## src/rtl/fifo_ext_if.sv

```systemverilog
// Handshake bundle for fifo_ext: control, write and read sides plus status.
// The user side drives through master; the FIFO itself binds to slave.
interface fifo_ext_if #(
  parameter int DW = 8,
  parameter int LW = 5
);
  logic          clk_en_i;
  logic          clr_i;
  logic          w_en_i;
  logic [DW-1:0] w_data_i;
  logic          r_en_i;
  logic [DW-1:0] r_data_o;
  logic          r_valid_o;
  logic          w_full_o;
  logic          r_empty_o;
  logic          almost_full_o;
  logic          almost_empty_o;
  logic [LW-1:0] level_o;
  logic          overflow_o;
  logic          underflow_o;

  modport master (
    output clk_en_i, clr_i, w_en_i, w_data_i, r_en_i,
    input  r_data_o, r_valid_o, w_full_o, r_empty_o,
    input  almost_full_o, almost_empty_o, level_o, overflow_o, underflow_o
  );

  modport slave (
    input  clk_en_i, clr_i, w_en_i, w_data_i, r_en_i,
    output r_data_o, r_valid_o, w_full_o, r_empty_o,
    output almost_full_o, almost_empty_o, level_o, overflow_o, underflow_o
  );
endinterface

```

## src/rtl/fifo_ext.sv

```systemverilog
// Synchronous FIFO with occupancy level, almost-full/empty thresholds, sticky
// overflow/underflow flags and a choice of registered or first-word-fall-through read.
module fifo_ext #(
  parameter int data_word_size_g      = 8,
  parameter int num_fifo_elements_g   = 16,
  parameter int fwft_mode_g           = 0,
  parameter int almost_full_thresh_g  = num_fifo_elements_g - 2,
  parameter int almost_empty_thresh_g = 2
) (
  input logic       clk_i,
  input logic       rst_i,
  fifo_ext_if.slave bus
);

  localparam int DW    = data_word_size_g;
  localparam int DEPTH = num_fifo_elements_g;
  localparam int AW    = (DEPTH < 2) ? 1 : $clog2(DEPTH);
  localparam int LW    = AW + 1;

  localparam logic [LW-1:0] DEPTH_L = LW'(DEPTH);
  localparam logic [LW-1:0] AF_L    = LW'(almost_full_thresh_g);
  localparam logic [LW-1:0] AE_L    = LW'(almost_empty_thresh_g);

  // Reject illegal parameterisations at elaboration time.
  if (DEPTH < 2 || (DEPTH & (DEPTH - 1)) != 0) begin : g_bad_depth
    $error("fifo_ext: num_fifo_elements_g must be a power of two >= 2");
  end
  if (DW < 1 || DW > 256) begin : g_bad_width
    $error("fifo_ext: data_word_size_g must be in 1..256");
  end
  if (fwft_mode_g != 0 && fwft_mode_g != 1) begin : g_bad_mode
    $error("fifo_ext: fwft_mode_g must be 0 or 1");
  end
  if (almost_full_thresh_g < 1 || almost_full_thresh_g > DEPTH - 1) begin : g_bad_af
    $error("fifo_ext: almost_full_thresh_g out of range");
  end
  if (almost_empty_thresh_g < 1 || almost_empty_thresh_g > DEPTH - 1) begin : g_bad_ae
    $error("fifo_ext: almost_empty_thresh_g out of range");
  end

  logic [DW-1:0] mem [0:DEPTH-1];

  logic [AW-1:0] wr_ptr_reg, rd_ptr_reg;
  logic [AW-1:0] wr_ptr_next, rd_ptr_next;
  logic [LW-1:0] level_reg, level_next;
  logic          overflow_reg, underflow_reg;
  logic          full, empty;
  logic          active, wr_accept, rd_accept;
  logic [DW-1:0] r_data;
  logic          r_valid;

  // Status flags decode only the registered level.
  assign full  = (level_reg == DEPTH_L);
  assign empty = (level_reg == '0);

  assign active    = bus.clk_en_i & ~bus.clr_i;
  assign wr_accept = active & bus.w_en_i & ~full;
  assign rd_accept = active & bus.r_en_i & ~empty;

  always_comb begin
    wr_ptr_next = wr_accept ? wr_ptr_reg + 1'b1 : wr_ptr_reg;
    rd_ptr_next = rd_accept ? rd_ptr_reg + 1'b1 : rd_ptr_reg;
    level_next  = level_reg;
    case ({wr_accept, rd_accept})
      2'b10:   level_next = level_reg + 1'b1;
      2'b01:   level_next = level_reg - 1'b1;
      default: level_next = level_reg;
    endcase
  end

  always_ff @(posedge clk_i or negedge rst_i) begin
    if (!rst_i) begin
      wr_ptr_reg    <= '0;
      rd_ptr_reg    <= '0;
      level_reg     <= '0;
      overflow_reg  <= 1'b0;
      underflow_reg <= 1'b0;
    end else if (bus.clk_en_i) begin
      if (bus.clr_i) begin
        wr_ptr_reg    <= '0;
        rd_ptr_reg    <= '0;
        level_reg     <= '0;
        overflow_reg  <= 1'b0;
        underflow_reg <= 1'b0;
      end else begin
        wr_ptr_reg <= wr_ptr_next;
        rd_ptr_reg <= rd_ptr_next;
        level_reg  <= level_next;
        if (bus.w_en_i && full) overflow_reg <= 1'b1;
        if (bus.r_en_i && empty) underflow_reg <= 1'b1;
      end
    end
  end

  // Storage array has no reset so it can map onto block RAM.
  always_ff @(posedge clk_i) begin
    if (wr_accept) mem[wr_ptr_reg] <= bus.w_data_i;
  end

  if (fwft_mode_g == 1) begin : g_fwft
    logic [DW-1:0] head_reg;

    // Prefetch the word at the next head address; bypass the array when that
    // slot is being written this very cycle.
    always_ff @(posedge clk_i or negedge rst_i) begin
      if (!rst_i) begin
        head_reg <= '0;
      end else if (active) begin
        if (wr_accept && (wr_ptr_reg == rd_ptr_next)) head_reg <= bus.w_data_i;
        else                                          head_reg <= mem[rd_ptr_next];
      end
    end

    assign r_data  = head_reg;
    assign r_valid = ~empty;
  end else begin : g_std
    logic [DW-1:0] r_data_reg;
    logic          r_valid_reg;

    always_ff @(posedge clk_i or negedge rst_i) begin
      if (!rst_i) begin
        r_data_reg  <= '0;
        r_valid_reg <= 1'b0;
      end else if (bus.clk_en_i) begin
        if (bus.clr_i) begin
          r_valid_reg <= 1'b0;
        end else begin
          r_valid_reg <= rd_accept;
          if (rd_accept) r_data_reg <= mem[rd_ptr_reg];
        end
      end
    end

    assign r_data  = r_data_reg;
    assign r_valid = r_valid_reg;
  end

  assign bus.r_data_o       = r_data;
  assign bus.r_valid_o      = r_valid;
  assign bus.w_full_o       = full;
  assign bus.r_empty_o      = empty;
  assign bus.almost_full_o  = (level_reg >= AF_L);
  assign bus.almost_empty_o = (level_reg <= AE_L);
  assign bus.level_o        = level_reg;
  assign bus.overflow_o     = overflow_reg;
  assign bus.underflow_o    = underflow_reg;

endmodule

```

## src/flat_wrapper.sv

```systemverilog
// flat-port wrapper written by rule: the top's interface ports become plain ports
module fifo_ext_flat 
#(
  parameter int data_word_size_g      = 8,
  parameter int num_fifo_elements_g   = 16,
  parameter int fwft_mode_g           = 0,
  parameter int almost_full_thresh_g  = num_fifo_elements_g - 2,
  parameter int almost_empty_thresh_g = 2
)
  (clk_i, rst_i, bus_clk_en_i, bus_clr_i, bus_w_en_i, bus_w_data_i, bus_r_en_i, bus_r_data_o, bus_r_valid_o, bus_w_full_o, bus_r_empty_o, bus_almost_full_o, bus_almost_empty_o, bus_level_o, bus_overflow_o, bus_underflow_o);
  fifo_ext_if #(.DW(8), .LW(5)) bus_i ();
  input logic clk_i;
  input logic rst_i;
  input wire logic [$bits(bus_i.clk_en_i)-1:0] bus_clk_en_i;
  input wire logic [$bits(bus_i.clr_i)-1:0] bus_clr_i;
  input wire logic [$bits(bus_i.w_en_i)-1:0] bus_w_en_i;
  input wire logic [$bits(bus_i.w_data_i)-1:0] bus_w_data_i;
  input wire logic [$bits(bus_i.r_en_i)-1:0] bus_r_en_i;
  output wire logic [$bits(bus_i.r_data_o)-1:0] bus_r_data_o;
  output wire logic [$bits(bus_i.r_valid_o)-1:0] bus_r_valid_o;
  output wire logic [$bits(bus_i.w_full_o)-1:0] bus_w_full_o;
  output wire logic [$bits(bus_i.r_empty_o)-1:0] bus_r_empty_o;
  output wire logic [$bits(bus_i.almost_full_o)-1:0] bus_almost_full_o;
  output wire logic [$bits(bus_i.almost_empty_o)-1:0] bus_almost_empty_o;
  output wire logic [$bits(bus_i.level_o)-1:0] bus_level_o;
  output wire logic [$bits(bus_i.overflow_o)-1:0] bus_overflow_o;
  output wire logic [$bits(bus_i.underflow_o)-1:0] bus_underflow_o;
  assign bus_i.clk_en_i = bus_clk_en_i;
  assign bus_i.clr_i = bus_clr_i;
  assign bus_i.w_en_i = bus_w_en_i;
  assign bus_i.w_data_i = bus_w_data_i;
  assign bus_i.r_en_i = bus_r_en_i;
  assign bus_r_data_o = bus_i.r_data_o;
  assign bus_r_valid_o = bus_i.r_valid_o;
  assign bus_w_full_o = bus_i.w_full_o;
  assign bus_r_empty_o = bus_i.r_empty_o;
  assign bus_almost_full_o = bus_i.almost_full_o;
  assign bus_almost_empty_o = bus_i.almost_empty_o;
  assign bus_level_o = bus_i.level_o;
  assign bus_overflow_o = bus_i.overflow_o;
  assign bus_underflow_o = bus_i.underflow_o;
  fifo_ext #(.data_word_size_g(data_word_size_g), .num_fifo_elements_g(num_fifo_elements_g), .fwft_mode_g(fwft_mode_g), .almost_full_thresh_g(almost_full_thresh_g), .almost_empty_thresh_g(almost_empty_thresh_g)) u_core (.clk_i(clk_i), .rst_i(rst_i), .bus(bus_i));
endmodule
```

## config.mk

```make
export PLATFORM = sky130hd
export DESIGN_NAME = fifo_ext_flat
export DESIGN_NICKNAME = d
export VERILOG_FILES = /design/src/rtl/fifo_ext_if.sv /design/src/rtl/fifo_ext.sv /design/src/flat_wrapper.sv
export SDC_FILE = /design/constraint.sdc
export NUM_CORES = 1
export LEC_CHECK = 0
export ABC_AREA = 1
export ABC_CLOCK_PERIOD_IN_PS = 4300
export CORE_ASPECT_RATIO = 0.7
export CORE_MARGIN = 4
export CORE_UTILIZATION = 68
export CTS_CLUSTER_SIZE = 25
export DETAILED_ROUTE_END_ITERATION = 10
export DONT_BUFFER_PORTS = 1
export PLACE_DENSITY = 0.88
export SYNTH_ARGS = -nofsm -noshare
export SYNTH_HDL_FRONTEND = slang
export SYNTH_SLANG_ARGS = --single-unit
```

## constraint.sdc

```tcl
create_clock -name clk_i -period 4.3 [get_ports clk_i]
set_input_delay 0.645 -clock clk_i [delete_from_list [all_inputs] [get_ports clk_i]]
set_output_delay 0.645 -clock clk_i [all_outputs]
set_load 0.01 [all_outputs]
```

==> flow_metrics.env <==
export IMPL_antenna_cells=0
export IMPL_worstPathRequired_ps=4640
export IMPL_drv_slew=0
export IMPL_clock_skew_ps=9.58
export IMPL_vias=4204
export IMPL_crit_path_end_kind="register"
export IMPL_gp_congestion=0.844
export IMPL_drc=0
export IMPL_worst_slew_pin_transition_ps=1010
export IMPL_max_freq_mhz=414
export IMPL_place_hpwl_mm=9.20
export IMPL_place_ws_ps=1890
export IMPL_die_h_um=88.7
export IMPL_synth_top_area_share_pct=60.8
export IMPL_coreArea_sq_um=9070
export IMPL_peakVddDrop_v=0.000446
export IMPL_cts_tree="yes"
export IMPL_antenna_found_initial=0
export IMPL_pin_count=34
export IMPL_die_area_sq_um=10900
export IMPL_numCtsBuffers=17
export IMPL_timing_hold_ws_ps=39.4
export IMPL_worstSetupPathType="register to register"
export IMPL_cts_sinks=152
export IMPL_yosysWarningCount=0
export IMPL_place_inst=612
export IMPL_track_usage_pct=30.3
export IMPL_period_minus_slack_ps=2410
export IMPL_initial_core_util_pct=69.7
export IMPL_cts_buffer_depth=2
export IMPL_yosys_area_top_type="edfxtp_1"
export IMPL_largest_register_ffs=128
export IMPL_rsz0062_at_grt="false"
export IMPL_syn_inst=512
export IMPL_clkLatencyLatePin_ps=420
export IMPL_die_w_um=123
export IMPL_cp_top_family="buffers and inverters"
export IMPL_drt_initial_drc_count=638
export IMPL_first_pass_iters=6
export IMPL_fin_cells=645
export IMPL_cp_start_kind="register"
export IMPL_cap_violations=0
export IMPL_hp_class="primary input to async pin"
export IMPL_relSlewSlack_pct=32.9
export IMPL_power_density_nw_per_um2=622
export IMPL_fillers=554
export IMPL_cts_root_buf="clkbuf_16"
export IMPL_setup_slack_ps=1890
export IMPL_layout_common_cells="128 x edfxtp_1, 98 x nor2_1, 66 x o21ai_0"
export IMPL_setup_tns_ps=0
export IMPL_antenna_left=0
export IMPL_hold_violations=0
export IMPL_outcome="finished clean"
export IMPL_max_stage_delay_ps=660
export IMPL_layout_commonest_cell="edfxtp_1"
export IMPL_grt_pass1_wl_mm=23.4
export IMPL_fin_crit_sh_pct=56.1
export IMPL_wire_per_inst_um=23.5
export IMPL_critical_path_cell_chain="buf_4, inv_1, o21ai_0, o221ai_1, nand3_1, a31oi_1"
export IMPL_syn_num_nets=533
export IMPL_syn2layout_area_growth_pct=10.1
export IMPL_yosysUniqueCellTypes=32
export IMPL_synth_ff_latch_count=152
export IMPL_viasPerCell=6.52
export IMPL_h_tree_depth=4
export IMPL_clkTransAtPathRegs_ps=60
export IMPL_cp_slowest_cell="inv_1"
export IMPL_drive_gt1_share_pct=10.2
export IMPL_p_total_w=0.00434
export IMPL_setup_viol=0
export IMPL_cp_arrival_ps=2760
export IMPL_totalWireLength_mm=15.2
export IMPL_netlist_area_sq_um=6320
export IMPL_seq_area_frac_synth_pct=70.3
export IMPL_grt_start_max_net_pins=69
export IMPL_top_register="u_core.mem"
export IMPL_cts_resized=0
export IMPL_synth_area_top_cells="edfxtp_1 61%, dfrtp_1 9.5%, nor2_1 5.8%"
export IMPL_grt_pass1_vias=4165
export IMPL_leakage_nw=2.44
export IMPL_cp_max_fo=39
export IMPL_crit_buf_inv=2
export IMPL_grt_overflow=0
export IMPL_rows=29
export IMPL_port_buffers=0
export IMPL_fin_nets=529
export IMPL_post_synth_cell_area_avg_sq_um=12.4
## cell families (layout without fill, tap and decap cells)
group / after synthesis / count (layout) / synth area share, %
flip-flops: 152 / 152 / 70.3
AND/OR/NAND/NOR: 162 / 162 / 11.4
buffers and inverters: 54 / 63 / 3.84
AO/OA/AOI/OAI: 134 / 134 / 12.7
adder cells (fa/ha/maj): 7 / 7 / 1.38
XOR/XNOR: 3 / 3 / 0.416
## path summary, 6_finish.rpt
kind                                           to                 start  depth (start not counted)  slack (ps)
setup / recovery           u_core.bus.r_data_o[2]  u_core.rd_ptr_reg[1]                          6        1890
setup reg to reg           u_core.bus.r_data_o[2]  u_core.rd_ptr_reg[1]                          6        1890
min in group clk_i               u_core.mem[8][4]       bus_w_data_i[4]                          0         320
max in group asynchronous    u_core.rd_ptr_reg[0]                 rst_i                          1        4090
hold reg to reg              u_core.wr_ptr_reg[0]  u_core.wr_ptr_reg[0]                          1         590
hold / removal             u_core.bus.r_data_o[2]                 rst_i                          1          40
## synthesized netlist by cell type
cell and n:
inv_2 4, o211ai_1 12, buf_12 1, xor2_1 2, xnor2_1 1, edfxtp_1 128
a21oi_2 1, nand3_2 2, o22ai_1 9, dfrtp_1 24, nor2_8 1, inv_8 1
nor2_4 2, nand2_1 30, nor3_1 1, o221ai_1 20, a31oi_1 10, inv_1 22
nand4_1 3, ha_1 7, clkinv_1 1, o21ai_0 66, nand3_1 15, nand2_4 3
o21ai_1 9, nor2_1 98, a21oi_1 7, nor2_2 3, buf_4 2, nand2_2 4
clkbuf_1 16, buf_2 7
## repair_timing
item	4_1_cts	5_1_grt
hold endpoints to repair	24	0
hold buffers	1	0
setup buffers	0	0
## area by class of cell
class | instances | area (sq um) | area share, %
Inverter | 28 | 113 | 1.62
Timing Repair Buffer | 3 | 35.0 | 0.503
Multi-Input combinational cell | 306 | 1640 | 23.5
Tap cell | 124 | 155 | 2.23
Clock inverter | 6 | 36.3 | 0.521
Clock buffer | 26 | 543 | 7.80
Sequential cell | 152 | 4450 | 63.8
## worst register-to-register path, stage by stage (launching register included)
cell and delay [ps]:
dfrtp_1 370, buf_4 270, inv_1 660, o21ai_0 280, o221ai_1 350, nand3_1 190
a31oi_1 210
## through the flow
stage | instance area (sq um) | utilization, %
6_report | 6960 | 76.8
5_1_grt | 6960 | 76.8
4_1_cts | 6960 | 76.8
3_5_place_dp | 6360 | 70.2
3_3_place_gp | 6360 | 70.2
2_1_floorplan | 6320 | -
## metal layers
metal / up-vias / routed length (um) / GRT usage [%]
li1: 1861 / - / -
met5: - / 0 / 0
met1: 2049 / 6010 / 41.4
met4: 0 / 341 / 10.9
met3: 32 / 1720 / 9.65
met2: 262 / 7090 / 46.6
## power breakdown
group / leakage (nW) / switching [W] / total [W] / internal [W]
logic: 0.699 / 0.000756 / 0.00105 / 0.000293
clock network: 0.285 / 0.000568 / 0.00144 / 0.000870
registers: 1.45 / 0.000151 / 0.00185 / 0.00170
No activity file was read; power rests on OpenSTA's default activity.
